--- src/rtl/cnt_seq_ctrl.sv ---
`default_nettype none
// ============================================================================
// Module      : cnt_seq_ctrl
// Description : Run sequencer for the 8-bit counter datapath: start, repeat,
//               auto-reload and abort control with period tick / done pulse.
// Revision    : 1.0 - initial release
// ============================================================================
module cnt_seq_ctrl #(
    parameter int WIDTH = 8,
    parameter int REP_W = 4
) (
    input  logic             clk,
    input  logic             reset,
    input  logic             cfg_valid,
    output logic             cfg_ready,
    input  logic [WIDTH-1:0] cfg_period,
    input  logic [REP_W-1:0] cfg_repeat,
    input  logic             cfg_auto,
    input  logic             abort,
    output logic [WIDTH-1:0] cnt,
    output logic             tick,
    output logic             done,
    output logic             busy,
    output logic [REP_W-1:0] run_idx
);

    typedef enum logic [1:0] {
        ST_IDLE = 2'd0,
        ST_RUN  = 2'd1,
        ST_DONE = 2'd2
    } state_t;

    state_t           r_state;
    logic [WIDTH-1:0] r_cnt;
    logic [WIDTH-1:0] r_period;
    logic [REP_W-1:0] r_repeat;
    logic [REP_W-1:0] r_run_idx;
    logic             r_auto;

    logic w_at_term;
    logic w_last_run;

    assign w_at_term  = (r_cnt == r_period);
    assign w_last_run = !r_auto && (r_run_idx == r_repeat);

    always_ff @(posedge clk) begin
        if (reset) begin
            r_state   <= ST_IDLE;
            r_cnt     <= '0;
            r_run_idx <= '0;
            r_period  <= '0;
            r_repeat  <= '0;
            r_auto    <= 1'b0;
        end else begin
            case (r_state)
                ST_IDLE: begin
                    if (cfg_valid) begin
                        r_period  <= cfg_period;
                        r_repeat  <= cfg_repeat;
                        r_auto    <= cfg_auto;
                        r_cnt     <= '0;
                        r_run_idx <= '0;
                        r_state   <= ST_RUN;
                    end
                end
                ST_RUN: begin
                    if (abort) begin
                        r_cnt     <= '0;
                        r_run_idx <= '0;
                        r_state   <= ST_IDLE;
                    end else if (!w_at_term) begin
                        r_cnt <= r_cnt + 1'b1;
                    end else if (w_last_run) begin
                        // cnt and run_idx freeze at P / R through DONE and into IDLE
                        r_state <= ST_DONE;
                    end else begin
                        r_cnt     <= '0;
                        r_run_idx <= r_run_idx + 1'b1;
                    end
                end
                ST_DONE: begin
                    r_state <= ST_IDLE;
                end
                default: begin
                    r_state <= ST_IDLE;
                end
            endcase
        end
    end

    // abort is the only input allowed to reach an output combinationally
    assign tick      = (r_state == ST_RUN) && w_at_term && !abort;
    assign done      = (r_state == ST_DONE);
    assign busy      = (r_state == ST_RUN);
    assign cfg_ready = (r_state == ST_IDLE);
    assign cnt       = r_cnt;
    assign run_idx   = r_run_idx;

endmodule
`default_nettype wire

--- config.mk ---
export PLATFORM = sky130hd
export DESIGN_NAME = cnt_seq_ctrl
export DESIGN_NICKNAME = d
export VERILOG_FILES = /design/src/rtl/cnt_seq_ctrl.sv
export SDC_FILE = /design/constraint.sdc
export NUM_CORES = 1
export LEC_CHECK = 0
export CAP_MARGIN = 10
export CORE_ASPECT_RATIO = 1.1
export CORE_MARGIN = 1.5
export CORE_UTILIZATION = 35
export CTS_BUF_LIST = sky130_fd_sc_hd__clkbuf_4 sky130_fd_sc_hd__clkbuf_8 sky130_fd_sc_hd__clkbuf_16
export DETAILED_ROUTE_END_ITERATION = 8
export RECOVER_POWER = 100
export SLEW_MARGIN = 40
export SYNTH_ARGS = -nofsm -noshare
export SYNTH_HDL_FRONTEND = slang
export SYNTH_SLANG_ARGS = --single-unit
--- constraint.sdc ---
create_clock -name clk -period 1.8 [get_ports clk]
set_clock_uncertainty 0.05 [all_clocks]
set_input_delay 0.18 -clock clk [delete_from_list [all_inputs] [get_ports clk]]
set_output_delay 0.18 -clock clk [all_outputs]
set_load 0.03 [all_outputs]
==> results of run 1 <==
synthesized netlist by cell type:
| library cell | number | area share |
|---|---|---|
| mux2i_1 | 1 | 0.0073 |
| o32ai_1 | 1 | 0.0064 |
| a31oi_1 | 3 | 0.014 |
| o21ai_1 | 1 | 0.0037 |
| clkbuf_1 | 7 | 0.019 |
| o2111ai_1 | 1 | 0.0064 |
| nand2_1 | 32 | 0.088 |
| nor3_1 | 2 | 0.0073 |
| nor2b_1 | 5 | 0.023 |
| a31o_1 | 2 | 0.013 |
| and2_1 | 1 | 0.0046 |
| a211oi_1 | 2 | 0.011 |
| a211oi_2 | 1 | 0.0092 |
| xor2_1 | 1 | 0.0064 |
| a21o_1 | 3 | 0.017 |
| xnor2_1 | 11 | 0.071 |
| dfxtp_1 | 27 | 0.40 |
| a211o_1 | 1 | 0.0064 |
| buf_2 | 1 | 0.0037 |
| inv_1 | 4 | 0.011 |
| or2_2 | 1 | 0.0046 |
| o41ai_1 | 1 | 0.0064 |
| or3b_1 | 1 | 0.0064 |
| ha_1 | 2 | 0.018 |
| and3_1 | 8 | 0.037 |
| o21ba_4 | 1 | 0.012 |
| a32o_1 | 1 | 0.0073 |
| a221oi_2 | 2 | 0.022 |
| nor3b_1 | 1 | 0.0055 |
| nor2_2 | 1 | 0.0046 |
| a22o_1 | 1 | 0.0064 |
| or3_4 | 1 | 0.0083 |
| o21bai_1 | 1 | 0.0055 |
| nand3_1 | 7 | 0.026 |
| a21oi_2 | 2 | 0.013 |
| nor2_1 | 5 | 0.014 |
| and2b_1 | 1 | 0.0055 |
| a21oi_1 | 15 | 0.055 |
| nand4_1 | 2 | 0.0092 |
| o21ai_0 | 1 | 0.0037 |
| o211ai_1 | 1 | 0.0055 |
repair_timing:
action,in CTS,in global routing
resized for setup,16,12
setup endpoints to repair,6,11
pin swaps,5,9
setup buffers,5,5
where the power goes:
| group | internal, mW | switching, mW | leakage [nW] |
|---|---|---|---|
| Clock | 0.155 | 0.196 | 0.0255 |
| Sequential | 0.611 | 0.0184 | 0.228 |
| Combinational | 0.156 | 0.155 | 0.535 |
| Total | 0.922 | 0.369 | 0.789 |
metrics by stage:
step | instances | area (µm²) | utilization | worst slack, ns | setup TNS, ns
3_5_place_dp | 250 | 1842 | 0.5000 | -0.3120 | -3.074
3_3_place_gp | 250 | 1842 | 0.5000 | -0.2929 | -2.938
6_report | 264 | 2048 | 0.5560 | -0.01798 | -0.01798
5_1_grt | 264 | 2048 | 0.5560 | -0.05486 | -0.2138
2_1_floorplan | 163 | 1401 | - | -0.07257 | -0.1338
4_1_cts | 259 | 1978 | 0.5370 | -0.01487 | -0.02743
worst max path at each step:
| stage | from | endpoint | slack (ns) | cells past startpoint |
|---|---|---|---|---|
| 4_1_cts | r_state[1]$_SDFFE_PP0P_ | run_idx[1]$_SDFFE_PP0P_ | -0.01 | 5 |
| 3_3_place_gp | abort | run_idx[1]$_SDFFE_PP0P_ | -0.29 | 6 |
| 5_1_grt | r_state[1]$_SDFFE_PP0P_ | run_idx[1]$_SDFFE_PP0P_ | -0.05 | 5 |
| 6_report | r_state[1]$_SDFFE_PP0P_ | run_idx[1]$_SDFFE_PP0P_ | -0.02 | 5 |
| 2_1_floorplan | r_state[1]$_SDFFE_PP0P_ | run_idx[1]$_SDFFE_PP0P_ | -0.07 | 6 |
| 3_5_place_dp | abort | run_idx[1]$_SDFFE_PP0P_ | -0.31 | 6 |
layer usage:
layer | vias to the layer above | wire [µm] | global-route usage
li1 | 677 | - | -
met3 | 5 | 115 | 0.02467
met2 | 32 | 1676 | 0.3051
met5 | - | 0 | 0
met1 | 633 | 1655 | 0.2012
met4 | 0 | 46 | 0.07222
sequential cells by signal (all words and copies together) (netlist names):
signal	cells
run_idx	4
r_state	2
r_auto	1
cnt	8
r_period	8
r_repeat	4
logic make-up (layout without fill, tap and decap cells):
kind of cell,Yosys count,count (layout),synth area share
AND/OR/NAND/NOR,68,68,0.2434
AO/OA/AOI/OAI,41,41,0.2231
flip-flops,27,27,0.3967
XOR/XNOR,12,12,0.07713
buffers and inverters,12,63,0.03397
adder cells (fa/ha/maj),2,2,0.01836
multiplexers,1,1,0.007346
cell type report:
| cell class | instances | area share |
|---|---|---|
| clock inverters | 1 | 0.002443 |
| repair buffers | 55 | 0.2376 |
| flip-flops and latches | 27 | 0.2804 |
| clock buffers | 3 | 0.02016 |
| well taps | 50 | 0.03054 |
| multi-input cells | 124 | 0.4215 |
| inverters | 4 | 0.007330 |
critical path: stages, from the launching register on:
cell and delay, ns:
dfxtp_2 0.33, or3b_4 0.39, or3_4 0.40, o21ba_4 0.22, and3_4 0.16, a31o_1 0.17
==> results.md, run 1 <==
- Status: finished with violations
- Failing checks: setup timing
- Rows: 23
- Most frequent cells in the layout: nand2_1 (32), clkdlybuf4s50_1 (21), buf_4 (21), a21oi_1 (15), dfxtp_1 (14)
- Clock period minus worst slack: roughly 1.8 ns
- Area occupied by multi-input gates: roughly 860 µm²
- Drt wl/cell: between 10 and 15 µm
- Max cap viols: 0
- Core area: 3684 µm²
- DRT antenna net count: 0
- Fill cells: between 300 and 400
- Startpoint types: register
- Sink Count: 27
- Setup WS post-layout: -0.01798 ns
- Ports: 33
- R2R depth: 5
- Clock transition at path regs: ~0.10 ns
- Initial Util: 0.3699
- Nets: between 200 and 250
- Worst r2r dst: run_idx[1]$_SDFFE_PP0P_
- Number of global-route vias before repair: between 1000 and 1500
- Layout cells sized above 1: 0.2897
- Area Overhead vs Synth: 50.32%
- Die Height: just under 70 µm
- Hold WC Path Type: input pin to register
- Arrival time worst endpoint: a little under 2 ns
- Final Power: approximately 1.3 mW
- Total gr overflow: 0
- Gr usage total: 0.1680
- Sequential-to-total area share from yosys stat: 0.3967
- Commonest non-fill, non-tap cell in the layout: nand2_1
- Worst Hold End: r_period[3]$_SDFFE_PP0P_
- Synthesized Nets: between 150 and 200
- Final Hold Fails: 0
- CTS buffer count: 3
- Synthesized area per cell: ~8.4 µm²
- Port Buf Inserts: 32
- First-pass GRT wire length: about 5700 µm
- DRC violations left: 0
- Worst vdd ir: slightly below 0.0004 V
- Die width: 62.49 µm
- Post-DP HPWL: approximately 2500 µm
- Synth warnings: 0
- Hold path depth: 3
- Routed WL: around 3500 µm
- Fin crit share: 1.010
- WS Path Type: register to register
- Largest net degree at the start of global routing: 26
- Hold Startpoint: cfg_period[3]
- Worst reg2reg startpoint: r_state[1]$_SDFFE_PP0P_
- RSZ-0062 raised after global routing: true
- Vias per inst: ~5
- Power density over the cells: around 630 nW/µm²
- Cell Area, Synth: 1363 µm²
- Final setup fails: 1
- Pleak: just under 0.8 nW
- Clock tree buffer depth: 2
- Drt pass-1 iters: 4
- DIE AREA: approximately 4300 µm²
- CTS Root Cell: clkbuf_8
- Cells after synthesis: around 160
- Worst-margin pin slew: 0.6004 ns
- CTS tree: done
- Max FO, Critical Path: 5
- Sequential cell area: around 570 µm²
- Number of library cell types mapped by synthesis: between 40 and 50
- CTS hold repair buffers: 0
- Fmax: about 550 MHz
- Fin Hold WS: 0.3849 ns
- Via count: about 1300
- Clk_lat worst skew: roughly 0.28 ns
- Initial antenna violation count: 0
- Worst EP required: around 1.9 ns
- Ant. Diodes: 0
- Final Slew Violations: 0
- DRT iter0 DRCs: 112
- Post-synthesis register bit count: 27
- R2R setup slack: -0.02 ns
- H-Tree Depth: 1
- Routability-driven placement congestion ratio: slightly below 0.8
- Relative slew slack: 0.5995
- Kind of end point of the critical path: register
(Power assumes the default switching activity.)
==> run 2, diff against run 1 <==
--- a/config.mk
+++ b/config.mk
@@ -8,9 +8,10 @@
 export CAP_MARGIN = 10
 export CORE_ASPECT_RATIO = 1.1
 export CORE_MARGIN = 1.5
-export CORE_UTILIZATION = 35
+export CORE_UTILIZATION = 44
 export CTS_BUF_LIST = sky130_fd_sc_hd__clkbuf_4 sky130_fd_sc_hd__clkbuf_8 sky130_fd_sc_hd__clkbuf_16
 export DETAILED_ROUTE_END_ITERATION = 8
+export PLACE_DENSITY = 0.75
 export RECOVER_POWER = 100
 export SLEW_MARGIN = 40
 export SYNTH_ARGS = -nofsm -noshare
==> results.md, run 2 (same netlist as run 1, synthesis figures left out) <==
- Worst EP required: slightly below 2 ns
- CTS tree: done
- Die width: 56.06 µm
- Hold WC Path Type: input pin to register
- Initial Util: 0.4549
- DRT antenna net count: 0
- DRT iter0 DRCs: 58
- Nets: 223
- Buf+Inv Stages, Crit Path: 0
- Worst path slowest cell: or3_4
- Die Height: between 60 and 70 µm
- Final setup fails: 1
- Ant. Diodes: 0
- GR peak layer: met2
- Clock transition at path regs: between 0.15 and 0.2 ns
- Clock tree buffer depth: 2
- Final Slew Violations: 0
- Initial antenna violation count: 0
- Post-DP HPWL: roughly 2400 µm
- Relative slew slack: 0.6047
- CTS Root Cell: clkbuf_4
- Sink Count: 27
- Ports: 33
- Routed WL: ~3300 µm
- CTS hold repair buffers: 0
- Total gr overflow: 0
- Startpoint types: register
- Worst-margin pin slew: between 0.5 and 0.6 ns
- CTS buffer count: 3
- Layout cells sized above 1: 0.2315
- RSZ-0062 raised after global routing: true
- Hold path depth: 3
- GRT met2 Usage: 0.3328
- Fin Hold WS: between 0.3 and 0.4 ns
- Number of global-route vias before repair: 1209
- Drt wl/cell: around 14 µm
- Largest net degree at the start of global routing: 26
- Vias per inst: approximately 5.5
- Max cap viols: 0
- Grt met1 use: 0.2513
- Fmax: 553.7 MHz
- Area Overhead vs Synth: 40.31%
- DIE AREA: between 3000 and 4000 µm²
- Instance count on the critical path: 5
- Port Buf Inserts: 32
- Fin crit share: 1.003
- Crit path cell chain: or3b_1 -> or3_4 -> o21ba_4 -> and3_4 -> a31o_1
- First-pass GRT wire length: between 5000 and 6000 µm
- Gr usage total: 0.1949
- Clock period minus worst slack: ~1.8 ns
- WS Path Type: register to register
- Arrival time worst endpoint: just under 2 ns
- Setup WS post-layout: -0.005980 ns
- CP top delay family: simple AND/OR/NAND/NOR gates
- Rows: 21
- Clk_lat worst skew: about 0.33 ns
- Commonest non-fill, non-tap cell in the layout: nand2_1
- Kind of end point of the critical path: register
- H-Tree Depth: 1
- Drt pass-1 iters: 4
- Max stage delay on crit path: roughly 0.40 ns
- Setup WS pre-CTS: -0.3270 ns
- Max FO, Critical Path: 5
- Pleak: just over 0.7 nW
- Most frequent cells in the layout: nand2_1 (32), clkdlybuf4s50_1 (27), a21oi_1 (15), dfxtp_1 (15), buf_4 (11)
- Via count: roughly 1300
- Grt met3 use: 0.02521
- Core area: between 2000 and 3000 µm²
- Failing checks: setup timing
- DRC violations left: 0
- R2R depth: 5
- Status: finished with violations
- Power density over the cells: a little over 600 nW/µm²
- Routability-driven placement congestion ratio: roughly 0.84
- Final Hold Fails: 0
- Post-Route Utilization: 0.6383
- Worst vdd ir: between 0.0004 and 0.0005 V
## run 2: cell types whose count changed in the layout (fill, tap and decap cells not counted), moves of 2 or more
cell             change
clkbuf_4             +3
clkdlybuf4s50_1      +6
buf_4               -10
dfxtp_2              -2
clkbuf_8             -3
dlygate4sd3_1        -7
## run 2: layout make-up
cell class,count,area (µm²)
clock buffers,3,22.52
clock inverters,1,5.005
fillers,272,1084
inverters,4,15.01
multi-input cells,124,845.8
flip-flops and latches,27,575.6
well taps,34,42.54
repair buffers,44,405.4
## run 2: metrics by stage
| stage | setup TNS, ns | cells | instance area, µm² | power [mW] |
|---|---|---|---|---|
| finish | -0.005980 | 237 | 1912 | 1.182 |
| global route | -0.1148 | 237 | 1912 | 1.230 |
| CTS | -0.01051 | 235 | 1861 | 1.174 |
| detailed placement | -3.353 | 231 | 1799 | 0.8994 |
| global placement | -2.903 | 231 | 1799 | 0.8947 |
| floorplan | -0.1338 | 163 | 1401 | 0.8025 |
## run 2: worst register-to-register path, cell delays in order (launching register included)
cell and delay, ns:
dfxtp_2 0.35, or3b_1 0.36, or3_4 0.40, o21ba_4 0.23, and3_4 0.16, a31o_1 0.18
## run 2: final timing paths
check / slack, ns / start / endpoint
min reg2reg: 0.43 / r_repeat[3]$_SDFFE_PP0P_ / r_repeat[3]$_SDFFE_PP0P_
max reg2reg: -0.006 / r_state[1]$_SDFFE_PP0P_ / run_idx[1]$_SDFFE_PP0P_
min: 0.32 / cfg_period[0] / r_period[0]$_SDFFE_PP0P_
max: -0.006 / r_state[1]$_SDFFE_PP0P_ / run_idx[1]$_SDFFE_PP0P_
## run 2: per-layer routing
layer  vias to the layer above  wire length, µm
met5                         -                0
met4                         0               35
met3                         4              124
met2                        36             1643
met1                       617             1486
li1                        652                -
## run 2: power by group
part,leakage (nW),total [mW],internal [mW],switching (mW)
sequential,0.228,0.631,0.611,0.0205
clock,0.0177,0.272,0.0835,0.189
combinational,0.458,0.278,0.135,0.143
total,0.704,1.18,0.829,0.352
## run 2: what timing repair did
action | 4_1_cts | 5_1_grt
endpoints found under the setup margin | 6 | 9
gates resized for setup | 11 | 11
setup buffers | 0 | 2
pin swaps | 3 | 4
==> run 3, diff against run 2 <==
==> constraint.sdc (replaced) <==
create_clock -name clk -period 1.5 [get_ports clk]
set_clock_uncertainty 0.05 [all_clocks]
set_input_delay 0.15 -clock clk [delete_from_list [all_inputs] [get_ports clk]]
set_output_delay 0.15 -clock clk [all_outputs]
set_load 0.03 [all_outputs]
==> results.md, run 3 (same netlist as run 1, synthesis figures left out) <==
- Clock tree buffer depth: 2
- Routed WL: about 3900 µm
- Layout cells sized above 1: 0.3957
- CTS tree: done
- CP top delay family: simple AND/OR/NAND/NOR gates
- Max FO, Critical Path: 5
- Fin crit share: 1.218
- Total gr overflow: 0
- Post-route insts no fill: 264
- DRT antenna net count: 0
- Kind of end point of the critical path: register
- Vias per inst: 5.390
- Worst path slowest cell: or3_4
- Worst vdd ir: 0.0004739 V
- Routability-driven placement congestion ratio: between 0.8 and 0.9
- Worst EP required: between 1.5 and 2 ns
- Final Slew Violations: 0
- Buf+Inv Stages, Crit Path: 0
- Rows: 21
- Gr usage total: 0.2219
- DIE AREA: roughly 3400 µm²
- Relative slew slack: 0.7265
- R2R setup slack: -0.33 ns
- Startpoint types: register
- Status: finished with violations
- WS Path Type: register to register
- Clock period minus worst slack: between 1.5 and 2 ns
- Clk_lat worst skew: 0.33 ns
- H-Tree Depth: 1
- Via count: between 1000 and 1500
- Drt wl/cell: between 10 and 15 µm
- Max stage delay on crit path: about 0.40 ns
- Final setup fails: 15
- Hold WC Path Type: input pin to register
- Setup WS pre-CTS: -0.5798 ns
- Drt pass-1 iters: 4
- Ports: 33
- Port Buf Inserts: 32
- Largest net degree at the start of global routing: 26
- Die Height: 61.37 µm
- Worst-margin pin slew: 0.4095 ns
- Number of global-route vias before repair: ~1300
- CTS Root Cell: clkbuf_4
- Final Hold Fails: 0
- Initial antenna violation count: 0
- Nets: between 200 and 300
- CTS buffer count: 3
- Area Overhead vs Synth: 60.15%
- Crit path cell chain: or3b_1 -> or3_4 -> o21ba_4 -> and3_4 -> a31o_1
- Most frequent cells in the layout: nand2_1 (31), buf_4 (31), clkdlybuf4s50_1 (16), a21oi_1 (15), dfxtp_1 (12)
- DRT iter0 DRCs: 70
- Core area: 2995 µm²
- Clock transition at path regs: 0.15 ns
- Max cap viols: 0
- Die width: 56.06 µm
- Failing checks: setup timing
- Fmax: ~550 MHz
- Power density over the cells: 705.5 nW/µm²
- Pleak: 0.8943 nW
- Placed insts: about 250
- Final Power: around 1.5 mW
- Arrival time worst endpoint: about 2.0 ns
- Sink Count: 27
- First-pass GRT wire length: 6051 µm
- Initial Util: 0.4549
- Ant. Diodes: 0
- RSZ-0062 raised after global routing: true
- Setup WS post-layout: -0.3268 ns
- DRC violations left: 0
- Post-DP HPWL: 2694 µm
==> run 3: cell count changes in the layout (fill, tap and decap cells not counted), sizes merged <==
cell / delta
buf: +28
clkdlybuf4s50: -11
clkbuf: +4
dlygate4sd2: +4
clkdlybuf4s15: +3
clkinv: -1
==> run 3: through the flow <==
step / setup TNS, ns / cell area [µm²] / utilization / hold slack [ns]
after floorplan: -5.183 / 1413 / - / 0.2360
after global placement: -6.518 / 1994 / 0.6658 / 0.4093
after detailed placement: -6.914 / 1994 / 0.6658 / 0.4148
after CTS: -3.098 / 2157 / 0.7201 / 0.2793
after global routing: -5.175 / 2182 / 0.7285 / 0.2978
final: -3.254 / 2182 / 0.7285 / 0.2908
==> run 3: routing by layer <==
metal / track usage / part of all wire / vias up
met4: 0.04422 / 0.0026 / 0
met3: 0.02101 / 0.033 / 2
met2: 0.4017 / 0.51 / 34
met1: 0.2950 / 0.45 / 677
met5: 0 / 0 / -
li1: - / - / 710
==> run 3: worst paths after layout <==
path	start	endpoint	cells after the start
max	r_state[0]$_SDFFE_PP0P_	run_idx[1]$_SDFFE_PP0P_	5
max reg2reg	r_state[0]$_SDFFE_PP0P_	run_idx[1]$_SDFFE_PP0P_	5
min	cfg_period[1]	r_period[1]$_SDFFE_PP0P_	3
min reg2reg	r_repeat[0]$_SDFFE_PP0P_	r_repeat[0]$_SDFFE_PP0P_	2
==> run 3: tightest hold or removal path, stage by stage <==
cell	delay [ns]
clkdlybuf4s50_1	0.39
nand2_1	0.05
a21oi_1	0.05
==> run 3: area by class of cell <==
class	count	area, µm²
clock buffer	4	30.03
fill	237	813.3
inverter	4	15.01
multi-input combinational	124	894.6
sequential	27	579.3
tap	34	42.54
timing repair buffer	71	620.6
==> run 3: report_power, final <==
group / total (mW) / internal [mW] / switching (mW)
registers: 0.757 / 0.734 / 0.0226
logic: 0.441 / 0.227 / 0.214
clock network: 0.342 / 0.122 / 0.219
==> run 3: repair_timing <==
action | in CTS | in global routing
pin swaps | 13 | 8
buffers inserted | 8 | 2
setup endpoints to repair | 28 | 34
hold endpoints to repair | 0 | 0
hold buffers | 0 | 0
gates resized for setup | 39 | 23
==> patch, RTL diff (flow settings as in run 1) <==
Encoding of `state_t`: now one-hot (3 bits for 3 states).
--- a/src/rtl/cnt_seq_ctrl.sv
+++ b/src/rtl/cnt_seq_ctrl.sv
@@ -24,10 +24,10 @@
     output logic [REP_W-1:0] run_idx
 );
 
-    typedef enum logic [1:0] {
-        ST_IDLE = 2'd0,
-        ST_RUN  = 2'd1,
-        ST_DONE = 2'd2
+    typedef enum logic [2:0] {
+        ST_IDLE = 3'b001,
+        ST_RUN  = 3'b010,
+        ST_DONE = 3'b100
     } state_t;
 
     state_t           r_state;
Check against the original RTL: no difference found for any inputs over 10 cycles, from zero or initial values and one cycle with reset high; not proved beyond that.
==> patch against run 1 <==
Power rose by 2.6%. First-iteration DRC count down 63%. Worst setup slack better by 43 ps. Cell area rose by 1.8%. Critical path depth grew 1. Hold slack worse by 120 ps. Sequential cell count grew 1. Global-route usage decreased by 0.072 points. Area after synthesis grew 1.6%. Routed wire length about the same. Critical path type is now reg2out. Largest power group unchanged.
==> patch: results (changes against run 1) <==
initial antenna violation count=0 (unchanged); top_reg_cell synth=dfxtp_1; hpwl dp=2.66 mm (+4.8%); Post-Place Worst Slack=-265 ps (+46.8 ps); Async SR Flop Fraction=0 (unchanged); CTS Buffer Depth=2 (unchanged); met1 usage=0.211 (+0.0101); gpl congestion=0.833 (+5.7%); crit path DAT=1540 ps (-400 ps); Synth cell types=40 (-2.4%); TritonCTS Buffers=3 (unchanged); met2 routed WL=1.73 mm (+3.0%); Congestion Overflow GR=0 (unchanged); met2 global-route usage=0.299 (-0.00591); Slowest-stage cell, CP=dfxtp_2; LEAKAGE=0.838 nW (+6.3%); largest net degree at the start of global routing=16 (-38%); wire length of the first global-routing pass=5.69 mm (+0.60%); pin slew with the least headroom to its limit=615 ps (+14.9 ps); post-synth top area share=0.405 (+0.00837); Root Driver=clkbuf_8; crit-path max FO=5 (unchanged); clock latency on the worst-skew pair=roughly 270 ps; synth top area cells=dfxtp_1 (41%), nand2_1 (9.2%), a21oi_1 (5.8%); wl on met1=1.63 mm (-1.3%); pwr dens=635 nW/µm² (+0.75%); status=finished, final reports clean; clk slew on worst S/H paths=100 ps (about the same); post-synth net total=179 (-1.6%); iteration-0 DRC count of the detailed router=42 (-63%); wire length on met3=114 µm (-0.87%); Vias/cell=4.93 (-3.4%); met3 usage=0.0276 (+0.00293); top cells by count, synth=nand2_1 (34), dfxtp_1 (28), a21oi_1 (16); Worst VDD drop=436 µV (+12%); share of layout cells above drive strength 1=0.297 (+0.00708); vias in the first global route=1,225 (-1.4%); drt first pass iters=4 (unchanged); Antenna Cells=0 (unchanged); Overall Global Routing Usage=0.167 (-0.000724); fill count=345 (-8.0%); Total Wirelength=3.50 mm (about the same); IO buf count=32 (unchanged); nets@finish=239 (+2.1%); slowest stage delay, CP=340 ps (-60 ps); sequential element share of the synthesized area=0.405 (+0.00837); synth warn=0 (unchanged)
patch: cell types whose count changed after synthesis, moves of 3 or more:
cell,delta
and3_1,-7
nor2b_1,-4
nor3b_1,+6
clkbuf_1,-3
xor2_1,+3
nand3_1,-3
nor2_1,+3
patch: final cells by class:
type	instances	area share
Inverter	2	0.00360
Sequential cell	28	0.277
Multi-Input combinational cell	123	0.401
Timing Repair Buffer	62	0.262
Clock buffer	4	0.0264
Tap cell	50	0.0300
patch: worst reg2reg max path: stages, from the launching register on:
cell	delay, ps
dfxtp_2	330
or4b_4	530
buf_6	140
nor2_4	130
o21ai_4	100
or3_1	370
o221ai_2	70
patch: cell families after synthesis:
family          synth area share
simple gates               0.259
compound gates             0.202
flops                      0.405
xor+xnor                  0.0823
buf+inv                   0.0271
fa+ha+maj                 0.0181
mux                      0.00723
patch: per-stage QoR:
stage          instance area (µm²)  std cells   util
3_3_place_gp                  1980        263  0.533
5_1_grt                       2090        269  0.562
4_1_cts                       2050        268  0.553
3_5_place_dp                  1980        263  0.533
6_report                      2090        269  0.562
2_1_floorplan                 1420        160      -
patch: what timing repair did:
item,4_1_cts,5_1_grt
gates resized for setup,8,12
endpoints found under the setup margin,13,13
pin swaps,1,4
buffers inserted,1,1
patch: power by group:
group          internal, mW  switching, mW  total (mW)
clock                 0.196          0.199       0.394
sequential            0.643         0.0157       0.658
combinational         0.136          0.136       0.272
patch: worst paths after layout:
| check | start | endpoint | slack [ps] | cells after the start |
|---|---|---|---|---|
| setup reg to reg | r_state[0] | cnt[3] | 30 | 6 |
| setup / recovery | r_period[2] | tick | 30 | 6 |
| hold reg to reg | r_period[0] | r_period[0] | 420 | 2 |
| hold / removal | abort | r_state[1] | 270 | 4 |
